File: src/rtl/mem_access_unit.sv
// mem_access_unit: load/store front end for a word-wide data memory.
// Accepts one request at a time. Sub-word stores become a read-modify-write
// of the containing word. Sub-word loads are extracted from the word and then
// sign- or zero-extended. Each request ends with a one-cycle response pulse.
// Optional build macro: MAU_MISALIGN_CHECK_EN enables misaligned-access errors.
// Without it, word requests ignore addr[1:0] and halfword requests ignore addr[0].
module mem_access_unit #(
    parameter int MEM_DEPTH = 16384
) (
    input  logic        clk,
    input  logic        reset,
    input  logic        req_valid,
    output logic        req_ready,
    input  logic        req_write,
    input  logic [1:0]  req_size,
    input  logic        req_unsigned,
    input  logic [31:0] req_addr,
    input  logic [31:0] req_wdata,
    output logic        resp_valid,
    output logic [31:0] resp_rdata,
    output logic        resp_err,
    output logic [31:0] mem_addr,
    output logic [31:0] mem_din,
    output logic        mem_read,
    output logic        mem_write,
    input  logic [31:0] mem_dout
);

    typedef enum logic [1:0] {S_IDLE, S_READ, S_WRITE, S_RESP} state_t;

    localparam logic [1:0]  SZ_BYTE    = 2'b00;
    localparam logic [1:0]  SZ_HALF    = 2'b01;
    localparam logic [1:0]  SZ_WORD    = 2'b10;
    localparam logic [1:0]  SZ_BAD     = 2'b11;
    localparam logic [32:0] ADDR_LIMIT = 33'(MEM_DEPTH) * 33'd4;

    state_t      r_state;
    state_t      w_nextState;
    logic [31:0] r_addr;
    logic [1:0]  r_size;
    logic        r_write;
    logic        r_unsigned;
    logic [31:0] r_wdata;
    logic        r_err;
    logic [31:0] r_word;
    logic [31:0] r_rdata;
    logic        w_accept;
    logic        w_reqErr;
    logic [7:0]  w_byte;
    logic [15:0] w_half;
    logic [31:0] w_loadData;
    logic [31:0] w_merged;

    assign w_accept   = req_valid && (r_state == S_IDLE);
    assign mem_addr   = {r_addr[31:2], 2'b00};
    assign resp_rdata = r_rdata;

    // Classify the incoming request as rejected (bad size, out of range, misaligned)
    always_comb begin
        w_reqErr = (req_size == SZ_BAD) || ({1'b0, req_addr} >= ADDR_LIMIT);
`ifdef MAU_MISALIGN_CHECK_EN
        if ((req_size == SZ_HALF) && req_addr[0]) begin
            w_reqErr = 1'b1;
        end
        if ((req_size == SZ_WORD) && (req_addr[1:0] != 2'b00)) begin
            w_reqErr = 1'b1;
        end
`endif
    end

    // State register; reset returns to IDLE at once, aborting any pending write
    always_ff @(posedge clk or posedge reset) begin
        if (reset) begin
            r_state <= S_IDLE;
        end else begin
            r_state <= w_nextState;
        end
    end

    // Next-state decode: loads and sub-word stores read first, word stores write directly
    always_comb begin
        w_nextState = r_state;
        case (r_state)
            S_IDLE: begin
                if (req_valid) begin
                    if (w_reqErr) begin
                        w_nextState = S_RESP;
                    end else if (req_write && (req_size == SZ_WORD)) begin
                        w_nextState = S_WRITE;
                    end else begin
                        w_nextState = S_READ;
                    end
                end
            end
            S_READ:  w_nextState = r_write ? S_WRITE : S_RESP;
            S_WRITE: w_nextState = S_RESP;
            S_RESP:  w_nextState = S_IDLE;
            default: w_nextState = S_IDLE;
        endcase
    end

    // Latch the request at acceptance so memory signals never depend on live req_* inputs
    always_ff @(posedge clk or posedge reset) begin
        if (reset) begin
            r_addr     <= '0;
            r_size     <= SZ_BYTE;
            r_write    <= 1'b0;
            r_unsigned <= 1'b0;
            r_wdata    <= '0;
            r_err      <= 1'b0;
        end else if (w_accept) begin
            r_addr     <= req_addr;
            r_size     <= req_size;
            r_write    <= req_write;
            r_unsigned <= req_unsigned;
            r_wdata    <= req_wdata;
            r_err      <= w_reqErr;
        end
    end

    // Capture the memory word during READ; it feeds the store merge
    always_ff @(posedge clk or posedge reset) begin
        if (reset) begin
            r_word <= '0;
        end else if (r_state == S_READ) begin
            r_word <= mem_dout;
        end
    end

    // Pick the addressed lane of the read word and extend it to 32 bits
    always_comb begin
        w_byte     = mem_dout[{r_addr[1:0], 3'b000} +: 8];
        w_half     = r_addr[1] ? mem_dout[31:16] : mem_dout[15:0];
        w_loadData = mem_dout;
        case (r_size)
            SZ_BYTE: w_loadData = {{24{~r_unsigned & w_byte[7]}}, w_byte};
            SZ_HALF: w_loadData = {{16{~r_unsigned & w_half[15]}}, w_half};
            default: w_loadData = mem_dout;
        endcase
    end

    // Replace only the addressed lane of the captured word with the store data
    always_comb begin
        w_merged = r_word;
        case (r_size)
            SZ_BYTE: w_merged[{r_addr[1:0], 3'b000} +: 8]  = r_wdata[7:0];
            SZ_HALF: w_merged[{r_addr[1], 4'b0000} +: 16] = r_wdata[15:0];
            default: w_merged = r_wdata;
        endcase
    end

    // Response data is loaded once on entry to RESP and held until the next response
    always_ff @(posedge clk or posedge reset) begin
        if (reset) begin
            r_rdata <= '0;
        end else if ((w_nextState == S_RESP) && (r_state != S_RESP)) begin
            r_rdata <= (r_state == S_READ) ? w_loadData : '0;
        end
    end

    // Output decode from state and latched request only
    always_comb begin
        req_ready  = (r_state == S_IDLE);
        mem_read   = (r_state == S_READ);
        mem_write  = (r_state == S_WRITE);
        mem_din    = (r_state == S_WRITE) ? w_merged : '0;
        resp_valid = (r_state == S_RESP);
        resp_err   = (r_state == S_RESP) && r_err;
    end

endmodule
File: config.mk
export PLATFORM = sky130hd
export DESIGN_NAME = mem_access_unit
export DESIGN_NICKNAME = d
export VERILOG_FILES = /design/src/rtl/mem_access_unit.sv
export SDC_FILE = /design/constraint.sdc
export NUM_CORES = 1
export LEC_CHECK = 0
export ABC_AREA = 1
export BUFFER_PORTS_ARGS = -buffer_cell sky130_fd_sc_hd__buf_2
export CAP_MARGIN = 30
export CORE_UTILIZATION = 35
export DETAILED_ROUTE_END_ITERATION = 12
export PLACE_DENSITY = 0.63
export SYNTH_ARGS = -nofsm -noshare
export SYNTH_HDL_FRONTEND = slang
export SYNTH_SLANG_ARGS = --single-unit
File: constraint.sdc
create_clock -name clk -period 4.2 [get_ports clk]
set_input_delay 0.21 -clock clk [delete_from_list [all_inputs] [get_ports clk]]
set_output_delay 0.21 -clock clk [all_outputs]
set_load 0.02 [all_outputs]
* Word level (Yosys, flattened, before mapping)
Cells that the tools add are included.
Widths: inputs -> output; s select.
** Word-level totals
- Flip-flop bits (word level) :: 135
- Bits of input ports :: 103
** Cells by class
- Add/subtract/negate cells :: 2
- Order comparisons :: 1
- Eq/ne operators :: 8
- Shift-type cells :: 5
- Mux-type cells :: 12
- Bitwise operators :: 3
- Reduce and logical (&&, ||, !) cells :: 7
** Operator list (number)
- $pmux 32 s2 :: 2
- $bwmux 32 :: 2
- $mux 32 :: 2
- $ge 32x17->1 const B :: 1
- $shift 16x7->32 const A :: 1
- $shift 8x7->32 const A :: 1
- $shiftx 16x7->32 :: 1
- $shiftx 32x6->8 :: 1
- $shiftx 8x7->32 :: 1
- $mux 16 :: 1
- $neg 5->7 :: 2
- $eq 2x2->1 const B :: 5
- $pmux 2 s4 :: 1
- $mux 2 :: 3
- $eq 2x1->1 const B :: 2
- $logic_and 1x1->1 :: 4
- $logic_not 2->1 :: 2
- $and 1x1->1 :: 2
- $ne 2x2->1 const B :: 1
- $logic_or 1x1->1 :: 1
- $mux 1 :: 1
- $not 1->1 :: 1

* Longest topological paths before layout
Gate-level depths: netlist of run 1.
- Depth after elaboration :: 8
- Mapped depth :: 13
- Gate-level depth less buffers :: 11

* Least setup slack after synthesis of run 1
OpenSTA, ideal clock, no wires.
- Kind :: flip-flop to output port
- Start point :: register r_addr[1]
- End point :: output mem_din[5]
- Data arrival time :: 2.243 ns
- Setup slack :: 1.747 ns
- Cell stages (with the launch flop) :: 11
- Cell sequence :: dfrtp_1 -> buf_4 -> inv_2 -> buf_2 -> buf_2 -> ha_1 -> inv_1 -> nand4_1 -> inv_1 -> nand2_1 -> a221oi_1
** Between the ends
- Longest elaborated chain between the ends :: 5
- Elaborated cells between the ends (all ways) :: 10
- Those cells by class :: 2 x add/sub; 4 x shift; 4 x mux
** Ends and longest elaborated chain
- start: declaration :: line 39 : logic [31:0] r_addr;
- start signal: assignment :: line 112 : r_addr <= req_addr;
- $neg 5->7, on equally long branches :: line 147, 146
- $shiftx 16x7->32 (tied with other cells) :: line 147 : SZ_HALF: w_merged[{r_addr[1], 4'b0000} +: 16] = r_wdata[15:0];
- $bwmux 32, on equally long branches :: line 147, 146
- $pmux 32 s2 (*) :: line 145 : case (r_size)
- $mux 32 (*) :: line 166 : mem_din = (r_state == S_WRITE) ? w_merged : '0;
- end: declaration :: line 23 : output logic [31:0] mem_din,
Every way passes the cells marked *; elsewhere a longest branch is shown, timed or not.

* Worst setup path after layout of run 1
- Start point :: register r_addr[0]
- End point :: output mem_din[25]
** Between the ends
- Longest elaborated chain between the ends :: 5
- Elaborated cells between the ends (all ways) :: 6
- Those cells by class :: 1 x add/sub; 2 x shift; 3 x mux
** Ends and longest elaborated chain
- $neg 5->7 (*) :: line 146 : SZ_BYTE: w_merged[{r_addr[1:0], 3'b000} +: 8] = r_wdata[7:0];
- $shiftx 8x7->32 / $shift 8x7->32 (equally long branches) :: line 146
- $bwmux 32 (*) :: line 146
- $pmux 32 s2 (*) :: line 145
- $mux 32 (*) :: line 166
Marked as above.

==> results of run 1 <==
per-stage QoR:
stage | hold WS (ns) | setup WS [ns]
2_1_floorplan | 0.320 | 0.379
3_3_place_gp | 0.326 | 1.34
3_5_place_dp | 0.317 | 1.24
4_1_cts | 0.000680 | 1.18
5_1_grt | 0.0150 | 0.906
6_report | 0.00733 | 1.12
cell families (layout without fill, tap and decap cells):
family | Yosys count | count (layout)
adders and majority gates | 9 | 9
AOI/OAI and AO/OA | 200 | 200
buffers and inverters | 149 | 357
other | 1 | 2
DFF | 135 | 135
and+or+nand+nor | 538 | 538
registers in the layout, summed over array words and instances (netlist names):
signal and count:
r_unsigned 1, resp_rdata 32, r_state 2, r_size 2, r_write 1, r_err 1, r_word 32, r_wdata 32
r_addr 32
critical path, stage by stage, from the launching register on:
cell,delay [ns]
dfrtp_1,0.60
inv_1,0.29
ha_1,0.31
inv_1,0.35
nand3_1,0.23
o22ai_1,0.20
nand2_1,0.07
a31oi_1,0.20
buf_2,0.20
power groups by stage:
stage	combinational, µW	clock [µW]	sequential [µW]
floorplan	2970	0	2290
global placement	3830	0	2290
detailed placement	3900	0	2290
CTS	3950	1500	2280
global route	4390	1560	2350
finish	3950	1470	2290
routing by layer:
layer | wire (µm) | vias up | share of wire (%)
met5 | 0 | - | 0
met4 | 453 | 0 | 1.9
met3 | 1480 | 29 | 6.2
met2 | 11100 | 318 | 46
met1 | 11000 | 3428 | 46
li1 | - | 3708 | -
synthesized netlist by cell type (2+ instances only):
master,n,area (µm²)
buf_1,4,15.0
inv_2,8,30.0
nor2_2,2,12.5
a31oi_1,18,113
o221ai_1,7,61.3
o21ai_0,83,415
nand2_2,4,25.0
nor3_1,2,10.0
nand2_1,440,1650
o22ai_1,16,100
o211ai_1,7,52.6
clkbuf_1,32,120
ha_1,9,113
a22oi_1,6,45.0
dfrtp_1,135,3380
o21ai_1,11,55.1
nand4_1,9,56.3
a21oi_1,50,250
nand2_4,4,45.0
buf_4,37,278
nor2_1,30,113
buf_2,16,80.1
nand3_1,44,220
inv_1,49,184
cell type report:
cell class	count	area (µm²)
multi-input combinational	749	3410
inverter	59	229
timing repair buffer	268	1660
clock buffer	22	464
clock inverter	8	98.8
sequential	135	3380
tap	275	344
fill	2154	11400
worst paths after layout:
check                                          start                    endpoint  slack, ns  cells past startpoint
max                            r_addr[0]$_DFFE_PP0P_                 mem_din[25]       1.12                      8
min reg2reg                resp_rdata[4]$_DFFE_PP0P_   resp_rdata[4]$_DFFE_PP0P_       0.47                      2
max reg2reg                     r_state[0]$_DFF_PP0_  resp_rdata[27]$_DFFE_PP0P_       1.22                      9
min in group asynchronous                      reset      r_addr[26]$_DFFE_PP0P_       0.40                      3
min                                    req_wdata[30]     r_wdata[30]$_DFFE_PP0P_      0.007                      3
max in group asynchronous                      reset  resp_rdata[23]$_DFFE_PP0P_       2.87                      4
==> reports/qor.csv, run 1 <==
stage,metric,value,unit
outcome,outcome,finished clean,
clock_network,clk_pin_slew_worst_paths,0.06,ns
pwr,ir_worst_vdd,0.000422,V
global_route,grt_pass1_wl,37600,µm
clock_network,cts_resized,0,
synth,netlist_area,0.00751,mm²
global_route,grt_pass1_vias,6861,
timing,finalCriticalPeriod,3.08,ns
timing,finalHoldViolations,0,
global_route,gr-usage-met1,31.3,%
clock_network,numCtsBuffers,17,
pwr,swShare,48.9,%
pwr,p_sw,3770,µW
floorplanning,core,0.0210,mm²
floorplanning,die_y,148,µm
run,cap_violations,0,
synth,ys_warn_count,0,
global_route,grt_util_met3,4.23,%
global_route,antenna_found_initial,0,
layout,syn_to_final_growth,27.6,%
clock_network,clkLatencyLatePin,0.42,ns
route,via_per_inst,4.94,
placed_design,post-dp-hpwl,16700,µm
clock_network,clockBufferDepth,2,
pwr,p_per_area,804,mW/mm²
clock_network,post-cts-setup-buffer-count,0,
timing,fin_crit_sh,73.2,%
synth,synth_compound_area_share,14.8,%
timing,rsz0062_at_grt,no,
pwr,seqPwrFrac,29.7,%
synth,synthSimpleGateAreaFrac,29.0,%
global_route,grt-busiest-layer,met2,
floorplanning,die_x,148,µm
route,wire_per_inst,15.9,µm
setup_path,crit_path_max_fanout,15,
global_route,grtUsageTotal,22.1,%
route,antenna_left,0,
route,drc,0,
synth,avgSynthCellArea,7.27,µm²
synth,synth_edf_count,0,
setup_path,worstPathRequired,3.99,ns
pwr,combPwrFrac,51.2,%
timing,setup_violations,0,
layout,final_cells,1516,
clock_network,numClockSinks,135,
route,first_iter_violations,694,
clock_network,h-tree-depth,4,
timing,finalClockSkew,0.00621,ns
synth,synthFlopType,dfrtp_1,
worst_hold_path,hp-class,in2reg,
global_route,gr-total-overflow,0,
pwr,power,7710,µW
layout,fin_area,0.00958,mm²
layout,nNetsFinal,1342,
route,dr.pass1.iters,8,
route,vias,7483,
clock_network,cts_tree,built,
synth,synth_cell_types,33,
synth,synth_fa_ha_area_share,1.50,%
floorplanning,pin_count,204,
global_route,grt_max_degree,89,
synth,synth-xor-area-share,0,%
synth,synthCells,1032,
setup_path,cp-end-kind,output pin,
synth,async_flop_share,100,%
timing,max-slew-margin-rel,34.5,%
layout,fin_util,45.6,%
synth,synthMuxAreaShare,0,%
setup_path,critical_path_arrival,2.87,ns
clock_network,hold_buffers,59,
timing,maxSlewViolCount,0,
layout,layout_common_cells,"nand2_1 (439), buf_2 (201), dfrtp_1 (135)",
layout,final_common_cell,nand2_1,
placed_design,gp_congestion,0.880,
placed_design,placed_area,0.00843,mm²
route,drt_wl_total,24100,µm
floorplanning,dieArea,0.0220,mm²
setup_path,crit_type,reg2out,
clock_network,clockRootBuffer,clkbuf_16,
synth,synth_seq_cells,135,
layout,drive_above_1_share,21.1,%
layout,n_antenna_cell,0,
pwr,leakage,0.00506,µW
floorplanning,start_util,35.7,%
synth,synth_top_family_by_area,simple AND/OR/NAND/NOR gates,
setup_path,critPathLaunchType,register,
synth,ys_seq_area_share,45.0,%
timing,fmax,0.325,GHz
pwr,power.share.clock,19.1,%
timing,setup_tns,0,ns
placed_design,portBuffers,201,
floorplanning,fp-row-count,53,
placed_design,post-place-cells,1427,
timing,worstMarginPinSlew,0.982,ns
global_route,use_met2,33.9,%
pwr,p_int,3930,µW
Note: power is estimated with default switching activity, not from simulation.
==> run 2: changes to the inputs <==
==> constraint.sdc (replaced) <==
create_clock -name clk -period 3 [get_ports clk]
set_input_delay 0.15 -clock clk [delete_from_list [all_inputs] [get_ports clk]]
set_output_delay 0.15 -clock clk [all_outputs]
set_load 0.02 [all_outputs]
==> reports/qor.csv, run 2 (synthesized netlist as in run 1, its figures left out) <==
stage,metric,value,unit
timing,finalCriticalPeriod,2.76,ns
placed_design,gp_congestion,0.875,
global_route,antenna_found_initial,0,
setup_path,worst_path_largest_cell_delay,0.60,ns
outcome,outcome,finished clean,
timing,setup_tns,0,ns
layout,layout_common_cells,"nand2_1 (439), buf_2 (201), dfrtp_1 (134)",
clock_network,numCtsBuffers,17,
timing,setup_violations,0,
timing,max-slew-margin-rel,39.7,%
floorplanning,core,0.0210,mm²
setup_path,critical_path_arrival,2.61,ns
layout,nFillCells,2136,
timing,finalHoldViolations,0,
floorplanning,die_y,148,µm
route,drc,0,
global_route,grt_pass1_wl,38800,µm
run,cap_violations,0,
floorplanning,dieArea,0.0220,mm²
route,vias,7641,
global_route,grtUsageTotal,22.8,%
route,dr.pass1.iters,5,
worst_hold_path,hp-class,in2reg,
global_route,grt_max_degree,89,
setup_path,crit_family,buffers and inverters,
pwr,leakage,0.00524,µW
clock_network,numClockSinks,135,
layout,drive_above_1_share,21.2,%
setup_path,cp-end-kind,output pin,
layout,fin_area,0.0100,mm²
pwr,ir_worst_vdd,0.000487,V
setup_path,crit_type,reg2out,
setup_path,critPathLaunchType,register,
floorplanning,pin_count,204,
layout,nNetsFinal,1371,
layout,multi_input_area,0.00341,mm²
clock_network,clk_pin_slew_worst_paths,0.06,ns
layout,n_antenna_cell,0,
layout,final_common_cell,nand2_1,
placed_design,placed_area,0.00849,mm²
route,antenna_left,0,
timing,rsz0062_at_grt,no,
timing,finalClockSkew,0.0104,ns
route,drt_wl_total,24400,µm
setup_path,worstPathCellList,inv_4 > nand2_4 > inv_1 > o211ai_1 > a31oi_1 > buf_2,
setup_path,crit_slowest_cell,inv_1,
clock_network,cts_tree,built,
setup_path,startpoint,r_size[1]$_DFFE_PP0P_,
layout,seq_area,0.00338,mm²
worst_hold_path,min_from,mem_dout[30],
setup_path,crit_path_max_fanout,27,
global_route,gr-total-overflow,0,
timing,fin_crit_sh,92.0,%
setup_path,rr_startpoint,r_state[0]$_DFF_PP0_,
setup_path,crit_buf_inv,3,
placed_design,portBuffers,201,
layout,syn_to_final_growth,33.3,%
clock_network,clockBufferDepth,2,
route,wire_per_inst,15.8,µm
floorplanning,die_x,148,µm
clock_network,clkLatencyLatePin,0.43,ns
global_route,grt_pass1_vias,7147,
setup_path,worstPathRequired,2.85,ns
timing,maxSlewViolCount,0,
floorplanning,start_util,35.7,%
route,first_iter_violations,706,
route,via_per_inst,4.94,
timing,fmax,0.362,GHz
placed_design,post-dp-hpwl,17000,µm
pwr,p_per_area,1130,mW/mm²
clock_network,h-tree-depth,4,
timing,worstMarginPinSlew,0.902,ns
floorplanning,fp-row-count,53,
clock_network,clockRootBuffer,clkbuf_16,
run 2: path summary, 6_finish.rpt:
kind / endpoint / slack (ns) / cells past startpoint
worst min register to register: resp_rdata[5]$_DFFE_PP0P_ / 0.46 / 2
worst max register to register: resp_rdata[14]$_DFFE_PP0P_ / 0.57 / 9
min in group asynchronous: r_addr[18]$_DFFE_PP0P_ / 0.45 / 3
worst max-delay path: mem_din[19] / 0.24 / 6
max in group asynchronous: r_addr[7]$_DFFE_PP0P_ / 1.75 / 4
worst min-delay path: r_word[30]$_DFFE_PP0P_ / 0.005 / 3
run 2: metrics by stage:
step	worst slack, ns	instances	total power [µW]	hold WS [ns]	util (%)
6_report	0.241	1547	11300	0.00516	47.6
5_1_grt	0.0353	1547	12100	0.0110	47.6
4_1_cts	0.137	1547	11300	0.000580	47.6
3_5_place_dp	0.591	1431	8740	0.347	40.4
3_3_place_gp	0.661	1431	8690	0.342	40.4
2_1_floorplan	0.607	1033	7370	0.260	-
run 2: what timing repair did:
action	in CTS	in global routing
buffers inserted	0	0
setup endpoints to repair	0	25
gates resized for setup	0	1
hold buffers	84	0
endpoints found under the hold margin	117	0
run 2: worst min-delay path: cells and delay by family:
| kind | cells | cell delay, ns |
|---|---|---|
| and+or+nand+nor | 1 | 0.05 |
| buffers and inverters | 1 | 0.13 |
| AOI/OAI and AO/OA | 1 | 0.06 |
run 2: metal layers:
layer  routed length, µm  global-route usage (%)  up-vias
met4                 620                    8.66        0
met5                   0                       0        -
met2               11000                    34.7      317
met3                1670                    4.54       46
met1               11100                    31.7     3507
li1                    -                       -     3771
run 2: layout make-up:
cell class                      instances  share of cell area [%]
Multi-Input combinational cell        749                    34.1
Timing Repair Buffer                  297                    19.7
Sequential cell                       135                    33.8
Tap cell                              275                    3.44
Clock buffer                           20                    4.46
Clock inverter                         12                    2.23
Inverter                               59                    2.28
run 2: report_power, final:
group | switching, µW | internal (µW) | total, µW
clock | 836 | 1580 | 2420
combinational | 3910 | 1700 | 5610
sequential | 598 | 2630 | 3230
==> run 3: changes to the inputs <==
--- a/config.mk
+++ b/config.mk
@@ -6,11 +6,12 @@
 export NUM_CORES = 1
 export LEC_CHECK = 0
 export ABC_AREA = 1
-export BUFFER_PORTS_ARGS = -buffer_cell sky130_fd_sc_hd__buf_2
+export BUFFER_PORTS_ARGS = -buffer_cell sky130_fd_sc_hd__buf_4
 export CAP_MARGIN = 30
 export CORE_UTILIZATION = 35
 export DETAILED_ROUTE_END_ITERATION = 12
 export PLACE_DENSITY = 0.63
+export RECOVER_POWER = 25
 export SYNTH_ARGS = -nofsm -noshare
 export SYNTH_HDL_FRONTEND = slang
 export SYNTH_SLANG_ARGS = --single-unit
==> reports/qor.csv, run 3 (synthesized netlist as in run 1, its figures left out) <==
stage,metric,value,unit
run,cap_violations,1,
global_route,grt_max_degree,89,
setup_path,worstPathRequired,2.85,ns
outcome,violations,"max-capacitance violations, max-slew violations",
pwr,ir_worst_vdd,0.000485,V
placed_design,gp_congestion,0.886,
clock_network,cts_tree,built,
floorplanning,die_y,148,µm
setup_path,crit_family,buffers and inverters,
timing,maxSlewViolCount,35,
placed_design,placed_area,0.00898,mm²
clock_network,clk_pin_slew_worst_paths,0.06,ns
clock_network,clkLatencyLatePin,0.43,ns
floorplanning,dieArea,0.0220,mm²
floorplanning,pin_count,204,
timing,finalCriticalPeriod,2.73,ns
layout,final_common_cell,nand2_1,
setup_path,worstPathCellList,inv_1 > ha_1 > clkinvlp_4 > nand3_1 > o22ai_1 > a21oi_1 > a21oi_1 > buf_4,
clock_network,h-tree-depth,4,
setup_path,crit_slowest_cell,dfrtp_2,
global_route,grt_pass1_vias,7249,
setup_path,critical_path_arrival,2.58,ns
clock_network,numCtsBuffers,17,
layout,nFillCells,2074,
setup_path,cp-end-kind,output pin,
pwr,leakage,0.00511,µW
layout,syn_to_final_growth,36.9,%
timing,max-slew-margin-rel,-19.5,%
timing,rsz0062_at_grt,no,
timing,fin_crit_sh,90.9,%
route,drt_wl_total,24700,µm
setup_path,crit_type,reg2out,
floorplanning,start_util,35.7,%
route,first_iter_violations,678,
route,via_per_inst,4.95,
layout,n_antenna_cell,0,
placed_design,portBuffers,201,
route,dr.pass1.iters,5,
timing,finalHoldViolations,0,
outcome,outcome,"complete, but fails checks",
setup_path,crit_top_cell,a21oi_1,
route,wire_per_inst,15.9,µm
route,antenna_left,0,
global_route,gr-total-overflow,0,
setup_path,worst_path_largest_cell_delay,0.50,ns
timing,finalClockSkew,0.00728,ns
global_route,grt_pass1_wl,39600,µm
global_route,antenna_found_initial,0,
timing,setup_tns,0,ns
timing,worstMarginPinSlew,1.78,ns
setup_path,crit_buf_inv,3,
clock_network,numClockSinks,135,
layout,fin_area,0.0103,mm²
pwr,p_per_area,1070,mW/mm²
floorplanning,fp-row-count,53,
worst_hold_path,hp-class,in2reg,
floorplanning,die_x,148,µm
placed_design,post-dp-hpwl,17000,µm
timing,setup_violations,0,
clock_network,clockRootBuffer,clkbuf_16,
floorplanning,core,0.0210,mm²
clock_network,clockBufferDepth,2,
layout,layout_common_cells,"nand2_1 (439), buf_4 (152), dfrtp_1 (134)",
setup_path,crit_path_max_fanout,15,
layout,nNetsFinal,1381,
layout,drive_above_1_share,16.6,%
timing,fmax,0.367,GHz
global_route,grtUsageTotal,23.2,%
route,drc,0,
clock_network,post-cts-setup-buffer-count,0,
setup_path,critPathLaunchType,register,
route,vias,7700,
## run 3: report_power, final
part / switching (µW) / internal (µW)
registers: 599 / 2630
logic: 3950 / 1790
clock network: 833 / 1240
total: 5390 / 5660
## run 3: worst paths after layout
| path | from | end | slack, ns | cells past startpoint |
|---|---|---|---|---|
| max | r_addr[0]$_DFFE_PP0P_ | mem_din[24] | 0.27 | 8 |
| min | req_addr[21] | r_addr[21]$_DFFE_PP0P_ | 0.02 | 3 |
| max reg2reg | r_state[0]$_DFF_PP0_ | resp_rdata[12]$_DFFE_PP0P_ | 0.56 | 9 |
| min reg2reg | resp_rdata[3]$_DFFE_PP0P_ | resp_rdata[3]$_DFFE_PP0P_ | 0.47 | 2 |
| max in group asynchronous | reset | r_addr[0]$_DFFE_PP0P_ | 1.27 | 4 |
| min in group asynchronous | reset | r_addr[19]$_DFFE_PP0P_ | 0.75 | 3 |
## run 3: worst register-to-register path, stage by stage, from the launching register on
cell and delay, ns:
dfrtp_1 0.40, inv_1 0.11, ha_1 0.40, inv_2 0.30
o21ai_1 0.16, nand2_1 0.07, nand2_2 0.08, nand3_2 0.48
nand2_1 0.24, nand2_1 0.07
## run 3: final cells by class
type	instances	area [µm²]	share of cell area, %
clock buffer	19	443	4.31
clock inverter	12	129	1.25
inverter	59	229	2.23
multi-input combinational	749	3410	33.2
sequential	135	3380	32.9
tap	275	344	3.35
timing repair buffer	307	2350	22.8
## run 3: per-stage QoR
stage                     utilization, %  hold WS [ns]  std cells  total power, µW  setup WS [ns]
final                               48.9        0.0231       1556            11000          0.274
after CTS                           49.9       0.00381       1556            11300          0.110
after detailed placement            42.7         0.347       1431             9110          0.578
after global routing                48.9        0.0158       1556            11900          0.130
after floorplan                        -         0.260       1033             7370          0.607
after global placement              42.7         0.344       1431             9030          0.645
## run 3: timing repair
action,in CTS,in global routing
endpoints found under the setup margin,0,25
gates resized for setup,0,2
hold endpoints to repair,127,0
hold buffers,94,0
## run 3: routing by layer
layer | GRT usage, % | share of wire (%) | wire length (µm)
met4 | 8.56 | 2.6 | 633
met2 | 35.9 | 46 | 11400
met3 | 4.54 | 5.7 | 1420
met1 | 31.9 | 46 | 11300
met5 | 0 | 0 | 0
